$ cat src/rtl/snn_lif_layer.sv
// snn_lif_layer: one fully connected leaky integrate-and-fire layer; inputs are integrated one index per clock.
// Define SNN_SPIKE_COUNT_EN to build the per-neuron saturating spike counters behind spike_cnt.
module snn_lif_layer #(
    parameter int N_IN                = 4,
    parameter int N_OUT               = 2,
    parameter int N_CYCLES            = 10,
    parameter int CYCLES_CNT_BITWIDTH = 5,
    parameter int W_WIDTH             = 8,
    parameter int V_WIDTH             = 12,
    parameter int THRESHOLD           = 64,
    parameter int LEAK_SHIFT          = 3,
    parameter int CNT_WIDTH           = 8
) (
    input  logic                                           clk,
    input  logic                                           rst,
    input  logic                                           start,
    output logic                                           ready,
    output logic                                           sample,
    input  logic                                           sample_ready,
    input  logic [N_IN-1:0]                                in_spikes,
    output logic [N_OUT-1:0]                               out_spikes,
    output logic                                           out_valid,
    output logic                                           done,
    input  logic                                           w_we,
    input  logic [((N_IN > 1) ? $clog2(N_IN) : 1)-1:0]     w_in_addr,
    input  logic [((N_OUT > 1) ? $clog2(N_OUT) : 1)-1:0]   w_out_addr,
    input  logic [W_WIDTH-1:0]                             w_data,
    output logic [N_OUT*CNT_WIDTH-1:0]                     spike_cnt
);
    // state  | meaning
    // IDLE   | ready high, weights writable, waiting for start
    // SAMPLE | sample high, waiting for sample_ready to latch in_spikes
    // INTEG  | add weight row idx to every membrane when latched bit idx is set
    // FIRE   | threshold compare, reset or leak, publish out_spikes
    typedef enum logic [1:0] {IDLE, SAMPLE, INTEG, FIRE} state_t;

    localparam int IA_W = (N_IN > 1) ? $clog2(N_IN) : 1;
    localparam logic signed [V_WIDTH-1:0] THR   = V_WIDTH'(THRESHOLD);
    localparam logic signed [V_WIDTH:0]   V_MAX = {2'b00, {(V_WIDTH-1){1'b1}}};
    localparam logic signed [V_WIDTH:0]   V_MIN = {2'b11, {(V_WIDTH-1){1'b0}}};

    state_t                           state;
    logic [N_IN-1:0]                  spikes_q;
    logic [IA_W-1:0]                  idx;
    logic [CYCLES_CNT_BITWIDTH-1:0]   step;
    logic signed [W_WIDTH-1:0]        weight [N_IN][N_OUT];
    logic signed [V_WIDTH-1:0]        v      [N_OUT];

    logic signed [V_WIDTH:0]          v_sum  [N_OUT];
    logic signed [V_WIDTH-1:0]        v_sat  [N_OUT];
    logic signed [V_WIDTH-1:0]        v_leak [N_OUT];
    logic [N_OUT-1:0]                 fire;

    // One guard bit on the sum makes both saturation directions a plain signed compare.
    always_comb begin
        fire = '0;
        for (int i = 0; i < N_OUT; i++) begin
            v_sum[i] = {v[i][V_WIDTH-1], v[i]}
                     + {{(V_WIDTH+1-W_WIDTH){weight[idx][i][W_WIDTH-1]}}, weight[idx][i]};
            if (v_sum[i] > V_MAX)
                v_sat[i] = V_MAX[V_WIDTH-1:0];
            else if (v_sum[i] < V_MIN)
                v_sat[i] = V_MIN[V_WIDTH-1:0];
            else
                v_sat[i] = v_sum[i][V_WIDTH-1:0];
            v_leak[i] = v[i] - (v[i] >>> LEAK_SHIFT);
            fire[i]   = (v[i] >= THR);
        end
    end

    always_ff @(posedge clk or posedge rst) begin
        if (rst) begin
            state      <= IDLE;
            ready      <= 1'b1;
            sample     <= 1'b0;
            out_spikes <= '0;
            out_valid  <= 1'b0;
            done       <= 1'b0;
            spikes_q   <= '0;
            idx        <= '0;
            step       <= '0;
            for (int j = 0; j < N_IN; j++)
                for (int i = 0; i < N_OUT; i++)
                    weight[j][i] <= '0;
            for (int i = 0; i < N_OUT; i++)
                v[i] <= '0;
        end else begin
            out_valid <= 1'b0;
            done      <= 1'b0;
            case (state)
                IDLE: begin
                    if (w_we && int'(w_in_addr) < N_IN && int'(w_out_addr) < N_OUT)
                        weight[w_in_addr][w_out_addr] <= w_data;
                    if (start) begin
                        state  <= SAMPLE;
                        ready  <= 1'b0;
                        sample <= 1'b1;
                        step   <= '0;
                        for (int i = 0; i < N_OUT; i++)
                            v[i] <= '0;
                    end
                end
                SAMPLE: begin
                    if (sample_ready) begin
                        spikes_q <= in_spikes;
                        idx      <= '0;
                        sample   <= 1'b0;
                        state    <= INTEG;
                    end
                end
                INTEG: begin
                    if (spikes_q[idx])
                        for (int i = 0; i < N_OUT; i++)
                            v[i] <= v_sat[i];
                    if (idx == IA_W'(N_IN - 1))
                        state <= FIRE;
                    else
                        idx <= idx + 1'b1;
                end
                FIRE: begin
                    for (int i = 0; i < N_OUT; i++)
                        v[i] <= fire[i] ? '0 : v_leak[i];
                    out_spikes <= fire;
                    out_valid  <= 1'b1;
                    step       <= step + 1'b1;
                    if (step == CYCLES_CNT_BITWIDTH'(N_CYCLES - 1)) begin
                        done  <= 1'b1;
                        ready <= 1'b1;
                        state <= IDLE;
                    end else begin
                        sample <= 1'b1;
                        state  <= SAMPLE;
                    end
                end
                default: state <= IDLE;
            endcase
        end
    end

`ifdef SNN_SPIKE_COUNT_EN
    logic [CNT_WIDTH-1:0] cnt [N_OUT];

    always_ff @(posedge clk or posedge rst) begin
        if (rst) begin
            for (int i = 0; i < N_OUT; i++)
                cnt[i] <= '0;
        end else if (state == IDLE && start) begin
            for (int i = 0; i < N_OUT; i++)
                cnt[i] <= '0;
        end else if (state == FIRE) begin
            for (int i = 0; i < N_OUT; i++)
                if (fire[i] && cnt[i] != {CNT_WIDTH{1'b1}})
                    cnt[i] <= cnt[i] + 1'b1;
        end
    end

    always_comb begin
        spike_cnt = '0;
        for (int i = 0; i < N_OUT; i++)
            spike_cnt[i*CNT_WIDTH +: CNT_WIDTH] = cnt[i];
    end
`else
    assign spike_cnt = '0;
`endif

endmodule

$ cat config.mk
export PLATFORM = sky130hd
export DESIGN_NAME = snn_lif_layer
export DESIGN_NICKNAME = d
export VERILOG_FILES = /design/src/rtl/snn_lif_layer.sv
export SDC_FILE = /design/constraint.sdc
export NUM_CORES = 1
export LEC_CHECK = 0
export CAP_MARGIN = 15
export CORE_UTILIZATION = 50
export CTS_BUF_LIST = sky130_fd_sc_hd__clkbuf_8
export DETAILED_ROUTE_END_ITERATION = 10
export PLACE_DENSITY = 0.69
export SETUP_SLACK_MARGIN = 0.1
export SLEW_MARGIN = 20
export SYNTH_ARGS = -nofsm -noshare
export SYNTH_HDL_FRONTEND = slang
export SYNTH_SLANG_ARGS = --single-unit
$ cat constraint.sdc
create_clock -name clk -period 4.05 [get_ports clk]
set_input_delay 0.405 -clock clk [delete_from_list [all_inputs] [get_ports clk]]
set_output_delay 0.405 -clock clk [all_outputs]
set_load 0.02 [all_outputs]
# Word level (Yosys, flattened, before mapping)
# Index checks and enable logic that the tools add are counted.
op_classes:
  addsub: 6
  n_lt_le_gt_ge: 12
  eq_ne: 12
  mux: 39
  bitwise_logic: 3
  n_reduce_logical: 15
ops:
  columns: ["op", "count"]
  rows:
  - ["12-bit two-way mux", 6]
  - ["24-bit case mux with 3 select lines", 1]
  - ["64-bit bitwise mux", 1]
  - ["16-bit two-way mux", 3]
  - ["24-bit two-way mux", 2]
  - ["16-bit binary-select mux with 2-bit select", 1]
  - ["16-bit demux with 2-bit select", 1]
  - ["12-bit by 8-bit adder with 13-bit output", 2]
  - ["13-bit by 12-bit greater-than comparator with 1-bit output, second input constant", 2]
  - ["13-bit by 12-bit < comparator with 1-bit output, second input constant", 2]
  - ["12-bit by 8-bit >= comparator with 1-bit output, second input constant", 2]
  - ["12-bit by 9-bit subtractor with 12-bit output", 2]
  - ["2-bit != test, second input constant", 7]
  - ["3-bit AND reduction", 4]
  - ["1-bit two-way mux", 10]
  - ["2-bit two-way mux", 5]
  - ["5-bit case mux with 2 select lines", 1]
  - ["8-bit demux with 1-bit select", 1]
  - ["8-bit two-way mux", 1]
  - ["2-bit case mux with 4 select lines", 1]
  - ["2-bit equality test, second input constant", 3]
  - ["3-bit >= comparator, second input constant", 2]
  - ["2-bit NOT with 3-bit output", 2]
  - ["2-bit AND reduction", 3]
  - ["19 further kinds", 22]
word_totals:
  ff_bits: 107
  inputBits: 20
  out_inout_bits: 22
  elab_cells: 106

# Depth between registers and ports, before layout
# Gate-level depths: netlist of the first run.
logic_depth:
  ltp_word: 10
  ltp_mapped: 13
  mapped_depth_nobuf: 11

# Worst setup path after synthesis of the first run
# Ideal clock, no wire load.
synth_timing:
  kind: "register to register"
  from: "register idx[0]"
  to: "register v[4] (netlist bit)"
  setup_time_ps: 137
  arrival_ps: 3283
  required_time_ps: 3913
  slack_ps: 630
  stages_incl_launch_ff: 13
  path_buffers: 3
  period_less_slack_ps: 3420
  cell_sequence: "dfrtp_1 buf_2 buf_2 mux4_2 fa_1 a211oi_2 o21ai_1 a31oi_1 and3_1 a211oi_2 buf_4 a221oi_1 a21oi_1"
synth_via:
  elab_chain_len: 10
  elab_cells_between_ends: 15
  cone_classes: "add/sub (1); order compare (2); eq/ne (1); mux (9); bitwise (1); reduce/logical (1)"
synth_lines:
  columns: ["element", "line_no", "rtl"]
  rows:
  - ["from (decl)", "44", "logic [IA_W-1:0] idx;"]
  - ["from (signal assigned)", "118", "idx <= idx + 1'b1;"]
  - ["2-bit NOT with 3-bit output (implied by the code)", "59", "+ {{(V_WIDTH+1-W_WIDTH){weight[idx][i][W_WIDTH-1]}}, weight[idx][i]};"]
  - ["16-bit binary-select mux with 2-bit select", "59", null]
  - ["16-bit two-way mux (implied by the code) (2 in series)", "59", null]
  - ["12-bit by 8-bit adder with 13-bit output", "59", null]
  - ["13-bit by 12-bit < comparator with 1-bit output", "62", "else if (v_sum[i] < V_MIN)"]
  - ["12-bit two-way mux", "62", null]
  - ["12-bit two-way mux", "60", "if (v_sum[i] > V_MAX)"]
  - ["24-bit two-way mux", "112", "if (spikes_q[idx])"]
  - ["24-bit case mux with 3 select lines", "90", "case (state)"]
  - ["to (signal, indexed assignment)", "114", "v[i] <= v_sat[i];"]
  - ["to (signal, indexed assignment)", "122", "v[i] <= fire[i] ? '0 : v_leak[i];"]
  - ["to (decl)", "47", "logic signed [V_WIDTH-1:0] v [N_OUT];"]
# Several ways; a longest one is shown, not always the timed one. The select of a mux whose other input is x is not followed.
# A chain may end at the register's enable or synchronous reset.

# Final worst setup path of the first run
layout_timing:
  from: "register idx[0]"
  to: "register v[1] (netlist bit)"
# The elaborated chain is that of the path after synthesis.

==> summary.md, run 1 <==
| Metric | Value |
|---|---|
| Status | `completed` |
| Total GRT Usage | `22.6%` |
| Pre-CTS WS | `0.530 ns` |
| Worst min path class | `input pin to asynchronous set/reset pin` |
| DR WL/cell | `17.5 um` |
| Actual slew at the worst max-slew pin | `0.903 ns` |
| Yosys top cell area share | `36.6%` |
| Clock Skews | `0.0175 ns` |
| DP HPWL | `11800 um` |
| CTS Buf Count | `9` |
| DR pass1 iterations | `5` |
| Post-synth ARST share | `100%` |
| Yosys warnings | `0` |
| Synth cell types | `72` |
| Worst Path Required | `4.36 ns` |
| Post-route setup slack | `0.482 ns` |
| Vias in the first global route | `5212` |
| Dominant cells by area after synthesis | `dfrtp_1 (37%), mux2_2 (11%), ha_1 (9.7%)` |
| Root buf cell | `clkbuf_8` |
| H-tree Lvls | `3` |
| I/O pins | `42` |
| Die ar. | `15000 um2` |
| CTS tree | `yes` |
| Most numerous cell in the Yosys netlist | `dfrtp_1` |
| Clk buf depth | `2` |
| Startpoint Class | `register` |
| Max-slew violations | `0` |
| Port Buffer Count | `25` |
| Synth area leader | `dfrtp_1` |
| Fillers | `1217` |
| Main synth FF type | `dfrtp_1` |
| Fin. Hold Viols | `0` |
| Multi-input gate area | `4260 um2` |
| Max_cap viols | `0` |
| Post_cts resized | `0` |
| Finish-stage setup viols | `0` |
| Crit Path Max Fanout | `11` |
| TritonCTS Sinks | `107` |
| Crit path DAT | `3.88 ns` |
| Remaining antenna violation count | `0` |
| Register area share after synthesis | `37.0%` |
| Worst-Skew Late Latency | `0.40 ns` |
| Share of layout cells above drive strength 1 | `19.6%` |
| NumNets Final | `790` |
| Diodes inserted | `0` |
| Die H | `122 um` |
| CP endpoint kind | `register` |
| Clock transition at the registers of the reported paths | `0.12 ns` |
| Global-route wire length before repair | `26300 um` |
| Avg Cell Area, Syn | `10.6 um2` |
| Number of flops mapped to enable cells by yosys | `0` |
| Top cells by count, synth | `dfrtp_1 (106), mux2_2 (69), ha_1 (56), nor2_1 (54), a21oi_1 (39)` |
| Area growth syn-to-layout | `8.08%` |
| Die Wd | `122 um` |
| Hold_buf cts | `0` |
| Final RePlAce weighted congestion | `0.891` |
| Floorplan core area | `14000 um2` |
| Mapped Area | `7250 um2` |
| Initial antenna violation count | `0` |
| Starting Density | `51.8%` |
| Post-CTS setup buffer count | `0` |
| Slew HR | `39.8%` |
| DRC Markers | `0` |
| Final Cycle Share | `88.1%` |
| Seq cells post-synth | `107` |
| Vias per Instance | `5.88` |
| DRT iter0 DRCs | `296` |
| Largest net degree at the start of global routing | `65` |
| Reg area | `2680 um2` |
| Overflow after GRT | `0` |
| FP Rows | `43` |
| RSZ-0062 raised after global routing | `false` |
| Fin crit period | `3.57 ns` |
| Cells after Synth | `686` |
| WS Path Type | `register to register` |
| Fmax achieved | `0.280 GHz` |
| Wirelength, routed | `15600 um` |
| DR vias | `5264` |
| Setup_tns | `0 ns` |
per-stage QoR:
stage / instance area (um2) / hold slack (ns) / utilization (%) / instances
2_1_floorplan: 7300 / 0.474 / - / 701
3_3_place_gp: 7630 / 0.484 / 54.5 / 879
3_5_place_dp: 7630 / 0.491 / 54.5 / 879
4_1_cts: 7830 / 0.516 / 56.0 / 895
5_1_grt: 7830 / 0.532 / 56.0 / 895
6_report: 7830 / 0.490 / 56.0 / 895
state kept, by name, indices dropped and copies added, names as in the netlist, 2 cells and up:
register,count
idx,2
spikes_q,4
weight,64
out_spikes,2
step,5
v,24
state,2
path summary, 6_finish.rpt:
kind / slack, ns / from / endpoint / cells after the start
max in group asynchronous: 2.71 / rst / weight[8] / 3
setup / recovery: 0.48 / idx[0] / v[1] / 10
min in group clk: 0.51 / weight[24] / weight[24] / 1
hold / removal: 0.49 / rst / weight[39] / 2
hold reg to reg: 0.51 / weight[24] / weight[24] / 1
setup reg to reg: 0.48 / idx[0] / v[1] / 10
cells by family (layout without fill, tap and decap cells):
group | after synthesis | after routing | synth area share [%]
AOI/OAI and AO/OA | 171 | 171 | 16.6
xor gates and xnor gates | 33 | 33 | 3.99
adders and majority gates | 60 | 60 | 10.8
buffers and inverters | 73 | 87 | 5.01
DFF | 107 | 107 | 37.0
muxes | 87 | 87 | 16.1
other | 1 | 16 | 0.0518
and+or+nand+nor | 154 | 154 | 10.4
cell type report:
cell class	count	area share [%]
inverter	37	1.81
clock buffer	9	1.58
sequential	107	34.2
timing repair buffer	34	4.06
multi-input combinational	521	54.4
clock inverter	7	1.04
tap	180	2.88
layout by cell type, fill, tap and decap left out, drive strengths merged, types with 5 or more instances in the layout:
| master | synthesis | layout |
|---|---|---|
| a31o | 5 | 5 |
| a21boi | 5 | 5 |
| a21oi | 41 | 41 |
| xnor2 | 23 | 23 |
| clkbuf | 10 | 9 |
| nand2 | 36 | 36 |
| dfrtp | 106 | 106 |
| inv | 37 | 40 |
| ha | 56 | 56 |
| a211oi | 8 | 8 |
| clkdlybuf4s50 | 0 | 25 |
| conb | 1 | 16 |
| nor3 | 15 | 15 |
| a21o | 14 | 14 |
| buf | 26 | 9 |
| mux2 | 69 | 69 |
| o21a | 7 | 7 |
| nor2b | 6 | 6 |
| nor2 | 54 | 54 |
| o211ai | 6 | 6 |
| nand3 | 9 | 9 |
| xor2 | 10 | 10 |
| a31oi | 16 | 16 |
| nand4 | 5 | 5 |
| and3 | 6 | 6 |
| a221oi | 8 | 8 |
| nand2b | 7 | 7 |
| o21ai | 37 | 37 |
| mux4 | 17 | 17 |
worst max-delay path: stages, from the launching register on:
cell	delay, ns
dfrtp_1	0.59
buf_4	0.26
mux4_2	0.59
ha_1	0.40
and3_1	0.20
o211ai_1	0.09
a21oi_1	0.27
nor3b_1	0.10
a211oi_2	0.58
o21ai_0	0.21
a31oi_1	0.19
per-layer routing:
metal	up-vias	global-route usage, %	wire, um
met1	2597	31.3	7430
met3	16	3.02	522
li1	2544	-	-
met2	107	37.1	7460
met5	-	0	0
met4	0	6.17	232
Power of run 1 is left out: the tool's default activity adds up to more than one toggle a clock period on the data nets, which glitch-free logic cannot reach.
==> run 2, diff against run 1 <==
--- a/config.mk
+++ b/config.mk
@@ -5,7 +5,8 @@
 export SDC_FILE = /design/constraint.sdc
 export NUM_CORES = 1
 export LEC_CHECK = 0
-export CAP_MARGIN = 15
+export ABC_AREA = 1
+export CAP_MARGIN = 40
 export CORE_UTILIZATION = 50
 export CTS_BUF_LIST = sky130_fd_sc_hd__clkbuf_8
 export DETAILED_ROUTE_END_ITERATION = 10
==> run 2 against run 1 <==
  * The run now ends with design-rule violations left
  * Global-route usage increased by 1.1 points
  * Non-clock buffer count fell by 3
  * Sequential share of layout area fell by 1.6 points
  * Maximum frequency up 17%
  * Synthesized cell count up 54%
  * Wire length grew 12%
  * Critical path type unchanged
  * Critical endpoint is now v[22]
==> summary.md, run 2 <==
| Metric | Value |
|---|---|
| DR WL/cell | `13.9 um` |
| CP dominant cell by count | `inv_1` |
| Worst Path Required | `4.33 ns` |
| Overflow after GRT | `0` |
| Main synth FF type | `dfrtp_1` |
| Die H | `125 um` |
| Floorplan core area | `14700 um2` |
| Seq cells post-synth | `107` |
| RSZ-0062 raised after global routing | `false` |
| Status | `finished with violations` |
| Max FFs per register | `64` |
| CP endpoint kind | `register` |
| Max-slew violations | `0` |
| DRC Markers | `7` |
| Hold_buf cts | `0` |
| Clk buf depth | `2` |
| Top cells by count, synth | `nand2_1 (228), nor2_1 (171), o21ai_0 (128), dfrtp_1 (106), inv_1 (104)` |
| H-tree Lvls | `3` |
| Synth area leader | `dfrtp_1` |
| Die ar. | `15700 um2` |
| Max stage delay on crit path | `0.44 ns` |
| CTS tree | `yes` |
| Dominant cells by area after synthesis | `dfrtp_1 (35%), nand2_1 (11%), ha_1 (9.2%)` |
| Yosys top cell area share | `34.9%` |
| Post_cts resized | `0` |
| Area growth syn-to-layout | `8.01%` |
| Fin area | `8220 um2` |
| Largest regs | `weight (64), v (24), step (5)` |
| Worst-Skew Late Latency | `0.39 ns` |
| Post-Synth XOR/XNOR Area | `2.53%` |
| Met2 routed WL | `7730 um` |
| Most numerous cell in the Yosys netlist | `nand2_1` |
| Wirelength, routed | `17600 um` |
| Crit-path cells | `inv_1 -> o21ai_0 -> o22ai_1 -> ha_1 -> nand2_1 -> inv_1 -> a21oi_1 -> nand3_1 -> nand2_1 -> nand2_2 -> nand3_4 -> nand2_2 -> inv_1 -> nand3_1 -> nand2_1 -> inv_1` |
| Fin. Hold Viols | `0` |
| Initial antenna violation count | `0` |
| CTS Buf Count | `9` |
| Diodes inserted | `0` |
| Global-route wire length before repair | `30200 um` |
| Vias in the first global route | `6245` |
| Yosys warnings | `0` |
| Cells after Synth | `1054` |
| Clock Skews | `0.0137 ns` |
| Post-Synth Simple-Gate Area | `28.5%` |
| TritonCTS Sinks | `107` |
| Post-synthesis adder-cell area fraction | `10.3%` |
| Post-CTS setup buffer count | `0` |
| DP HPWL | `13200 um` |
| Worst path top cell family by delay | `compound AO/OA/AOI/OAI gates` |
| Fmax achieved | `0.327 GHz` |
| Total GRT Usage | `23.7%` |
| Largest family of logic cells by synthesized area | `simple AND/OR/NAND/NOR gates` |
| Startpoint Class | `register` |
| Met3 routed WL | `462 um` |
| I/O pins | `42` |
| Max layer used | `met4` |
| Number of flops mapped to enable cells by yosys | `0` |
| Actual slew at the worst max-slew pin | `0.644 ns` |
| DR vias | `6592` |
| Share of layout cells above drive strength 1 | `6.23%` |
| FP Rows | `44` |
| Register area share after synthesis | `35.2%` |
| Fillers | `1423` |
| Mux cell area share after synthesis | `0.444%` |
| Fin crit period | `3.06 ns` |
| Biggest register | `weight` |
| Worst min path class | `input pin to asynchronous set/reset pin` |
| Failing checks | `design-rule violations` |
| Vias per Instance | `5.23` |
| Clock transition at the registers of the reported paths | `0.11 ns` |
| Finish-stage setup viols | `0` |
| Synth cell types | `38` |
| Remaining antenna violation count | `0` |
| WL met1 | `9000 um` |
| Post-synth ARST share | `100%` |
| DR pass1 iterations | `9` |
| DRT iter0 DRCs | `471` |
| Die Wd | `125 um` |
| Compound-cell area share of the yosys netlist | `14.4%` |
| WS Path Type | `register to register` |
| DP Area | `7940 um2` |
| Root buf cell | `clkbuf_8` |
| Mapped Area | `7610 um2` |
| Buf+Inv Stages, Crit Path | `4` |
| Non-filler cells, final | `1260` |
| Commonest non-fill, non-tap cell in the layout | `nand2_1` |
| Largest net degree at the start of global routing | `60` |
| NumNets Final | `1151` |
| Port Buffer Count | `25` |
| Crit Path Max Fanout | `18` |
| Avg Cell Area, Syn | `7.22 um2` |
| Max_cap viols | `0` |
| Starting Density | `51.8%` |
| Setup_tns | `0 ns` |
| Final RePlAce weighted congestion | `0.867` |
| Slew HR | `57.0%` |
| Cell at the slowest stage of the critical path | `inv_1` |
| Placed instance count | `1243` |
| Final Cycle Share | `75.4%` |
| Most frequent cells in the layout | `nand2_1 (228), nor2_1 (171), o21ai_0 (128), dfrtp_1 (106), inv_1 (104)` |
| Crit path DAT | `3.33 ns` |
## run 2: cell count changes after synthesis, sizes merged, moves of 51 or more
cell	before	now
inv	37	108
mux2	69	3
nand2	36	243
nand3	9	60
nor2	54	175
o21ai	37	134
## run 2: stage by stage
step	util, %	worst slack (ns)	hold slack (ns)
after floorplan	-	0.829	0.448
after global placement	54.0	1.07	0.460
after detailed placement	54.0	1.01	0.468
after CTS	55.7	0.978	0.490
after global routing	55.9	0.700	0.441
final	55.9	0.995	0.392
## run 2: area by class of cell
type | instances | area [um2] | area share [%]
Timing Repair Buffer | 31 | 315 | 3.84
Clock inverter | 7 | 124 | 1.51
Multi-Input combinational cell | 813 | 4330 | 52.7
Sequential cell | 107 | 2680 | 32.6
Tap cell | 184 | 230 | 2.80
Inverter | 109 | 414 | 5.04
Clock buffer | 9 | 124 | 1.51
## run 2: path summary, 6_finish.rpt
| check | startpoint | to | slack, ns | cells after the start |
|---|---|---|---|---|
| setup / recovery | idx[1] | v[22] | 0.99 | 16 |
| setup reg to reg | idx[1] | v[22] | 0.99 | 16 |
| hold / removal | rst | out_spikes[1] | 0.39 | 3 |
| hold reg to reg | weight[39] | weight[39] | 0.49 | 2 |
| min in group clk | weight[39] | weight[39] | 0.49 | 2 |
| max in group asynchronous | rst | ready | 2.99 | 4 |
## run 2: metal layers
layer | vias up | track usage (%)
met1 | 3002 | 34.0
met5 | - | 0
met4 | 0 | 8.75
met3 | 24 | 2.57
met2 | 100 | 36.9
li1 | 3466 | -
## run 2: cell families (layout without fill, tap and decap cells)
| kind of cell | count (synthesis) | count (layout) |
|---|---|---|
| compound gates | 206 | 206 |
| xor+xnor | 22 | 22 |
| fa+ha+maj | 60 | 60 |
| buf+inv | 149 | 156 |
| flops | 107 | 107 |
| mux | 3 | 3 |
| other cells | 1 | 16 |
| simple gates | 506 | 506 |
## run 2: worst register-to-register path: cells and delay by family, from the launching register on
| kind | cells | cell delay (ns) |
|---|---|---|
| buffers and inverters | 4 | 0.58 |
| AOI/OAI and AO/OA | 3 | 0.86 |
| and+or+nand+nor | 8 | 0.72 |
| DFF | 1 | 0.40 |
| adders and majority gates | 1 | 0.41 |
Power of run 2 is left out for the same reason.
==> run 3, diff against run 2 <==
--- a/config.mk
+++ b/config.mk
@@ -10,7 +10,7 @@
 export CORE_UTILIZATION = 50
 export CTS_BUF_LIST = sky130_fd_sc_hd__clkbuf_8
 export DETAILED_ROUTE_END_ITERATION = 10
-export PLACE_DENSITY = 0.69
+export PLACE_DENSITY = 0.71
 export SETUP_SLACK_MARGIN = 0.1
 export SLEW_MARGIN = 20
 export SYNTH_ARGS = -nofsm -noshare
==> constraint.sdc (replaced) <==
create_clock -name clk -period 2.6 [get_ports clk]
set_input_delay 0.26 -clock clk [delete_from_list [all_inputs] [get_ports clk]]
set_output_delay 0.26 -clock clk [all_outputs]
set_load 0.02 [all_outputs]
==> run 3 against run 2 <==
  * Wire length rose by 12%
  * Worst setup slack worse by 0.99 ns
  * Critical endpoint is now v[12]
  * Count of clock-buffer cells in the layout unchanged
  * Die area unchanged
  * Global-route usage grew 1.0 points
  * The flow still finishes with violations (design-rule violations)
  * Clock skew is 0.0035 ns lower
==> summary.md, run 3 (synthesis gave the netlist of run 2 again) <==
| Metric | Value |
|---|---|
| Status | `finished with violations` |
| Failing checks | `design-rule violations` |
| Crit path DAT | `2.92 ns` |
| Placed instance count | `1266` |
| Die Wd | `125 um` |
| Global-route wire length before repair | `31400 um` |
| Commonest non-fill, non-tap cell in the layout | `nand2_1` |
| Biggest register | `weight` |
| Slew HR | `54.9%` |
| DR pass1 iterations | `8` |
| Die ar. | `15700 um2` |
| Cell at the slowest stage of the critical path | `dfrtp_2` |
| Fmax achieved | `0.386 GHz` |
| Die H | `125 um` |
| TritonCTS Sinks | `107` |
| Hold_buf cts | `0` |
| DR WL/cell | `15.1 um` |
| DR vias | `7017` |
| Starting Density | `51.8%` |
| Setup_tns | `0 ns` |
| Clk buf depth | `2` |
| I/O pins | `42` |
| DP HPWL | `13800 um` |
| Floorplan core area | `14700 um2` |
| CP endpoint kind | `register` |
| Actual slew at the worst max-slew pin | `0.675 ns` |
| H-tree Lvls | `3` |
| Port Buffer Count | `25` |
| Max_cap viols | `0` |
| Largest net degree at the start of global routing | `43` |
| Startpoint Class | `register` |
| Final RePlAce weighted congestion | `0.883` |
| Overflow after GRT | `0` |
| CTS tree | `yes` |
| Wirelength, routed | `19600 um` |
| Finish-stage setup viols | `0` |
| Final Cycle Share | `99.6%` |
| Fin crit period | `2.59 ns` |
| CTS Buf Count | `9` |
| FP Rows | `44` |
| Non-filler cells, final | `1294` |
| Hold Slack | `0.308 ns` |
| DRT iter0 DRCs | `506` |
| Clock Skews | `0.0101 ns` |
| Most frequent cells in the layout | `nand2_1 (200), nor2_1 (148), o21ai_0 (107), dfrtp_1 (105), inv_1 (101)` |
| R2R Setup Slk | `0.01 ns` |
| Initial antenna violation count | `0` |
| Root buf cell | `clkbuf_8` |
| Remaining antenna violation count | `0` |
| RSZ-0062 raised after global routing | `true` |
| Crit Path Max Fanout | `8` |
| Total GRT Usage | `24.7%` |
| Area growth syn-to-layout | `20.6%` |
| Share of layout cells above drive strength 1 | `19.1%` |
| Worst min path class | `input pin to asynchronous set/reset pin` |
| Largest regs | `weight (64), v (24), step (5)` |
| DRC Markers | `1` |
| Clock transition at the registers of the reported paths | `0.11 ns` |
| Worst Path Required | `2.93 ns` |
| Vias in the first global route | `6472` |
| WS Path Type | `register to register` |
| Crit-path cells | `buf_6 -> clkbuf_16 -> o21ai_4 -> o22ai_2 -> ha_2 -> fa_2 -> nand3_2 -> nand2_4 -> nand3_4 -> nand3_4 -> nand2_2 -> nand2_2 -> nand2_4 -> nand2_8 -> inv_4 -> o21ai_1 -> a21oi_1` |
| Diodes inserted | `0` |
| Final Util | `62.4%` |
| NumNets Final | `1186` |
| Worst-Skew Late Latency | `0.40 ns` |
| Max-slew violations | `0` |
| Max FFs per register | `64` |
| Vias per Instance | `5.42` |
| Max stage delay on crit path | `0.47 ns` |
| Fin. Hold Viols | `0` |
-- run 3: changes by cell type in the layout (fill, tap and decap cells not counted), sizes merged --
cell	previous run	this run
buf	6	40
clkinvlp	1	2
clkinv	1	4
clkbuf	9	10
bufinv	3	1
inv	111	108
-- run 3: final timing paths --
path | cells past startpoint | to | start
max reg2reg | 17 | v[12] | idx[0]
min in group clk | 3 | spikes_q[3] | in_spikes[3]
min reg2reg | 2 | ready | ready
min | 2 | state[0] | rst
max | 17 | v[12] | idx[0]
max in group asynchronous | 3 | v[14] | rst
-- run 3: cell type report --
cell class | instances | area (um2)
sequential | 107 | 2680
timing repair buffer | 66 | 636
inverter | 109 | 423
tap | 184 | 230
clock inverter | 6 | 75.1
fill | 1260 | 5520
multi-input combinational | 813 | 5010
clock buffer | 9 | 124
-- run 3: critical path: cells and delay by family, from the launching register on --
kind / cells / cell delay (ns)
AOI/OAI and AO/OA: 4 / 0.42
DFF: 1 / 0.47
and+or+nand+nor: 8 / 0.70
adders and majority gates: 2 / 0.54
buffers and inverters: 3 / 0.39
-- run 3: stage by stage --
stage	setup slack (ns)	cell area [um2]
2_1_floorplan	0.132	7680
3_3_place_gp	0.0546	8150
3_5_place_dp	-0.0141	8150
4_1_cts	0.0990	8550
5_1_grt	-0.142	9180
6_report	0.00958	9180
-- run 3: what timing repair did --
action	4_1_cts	5_1_grt
endpoints found under the setup margin	22	24
endpoints found under the hold margin	0	0
setup buffers	2	10
pin swaps	9	43
cloned	0	1
gates resized for setup	36	133
-- run 3: layer usage --
metal	track usage (%)	up-vias	wire length [um]
met1	34.6	3302	9060
met2	39.7	145	9410
met3	3.25	36	648
met5	0	-	0
met4	8.03	0	458
li1	-	3534	-
Power of run 3 is left out for the same reason.
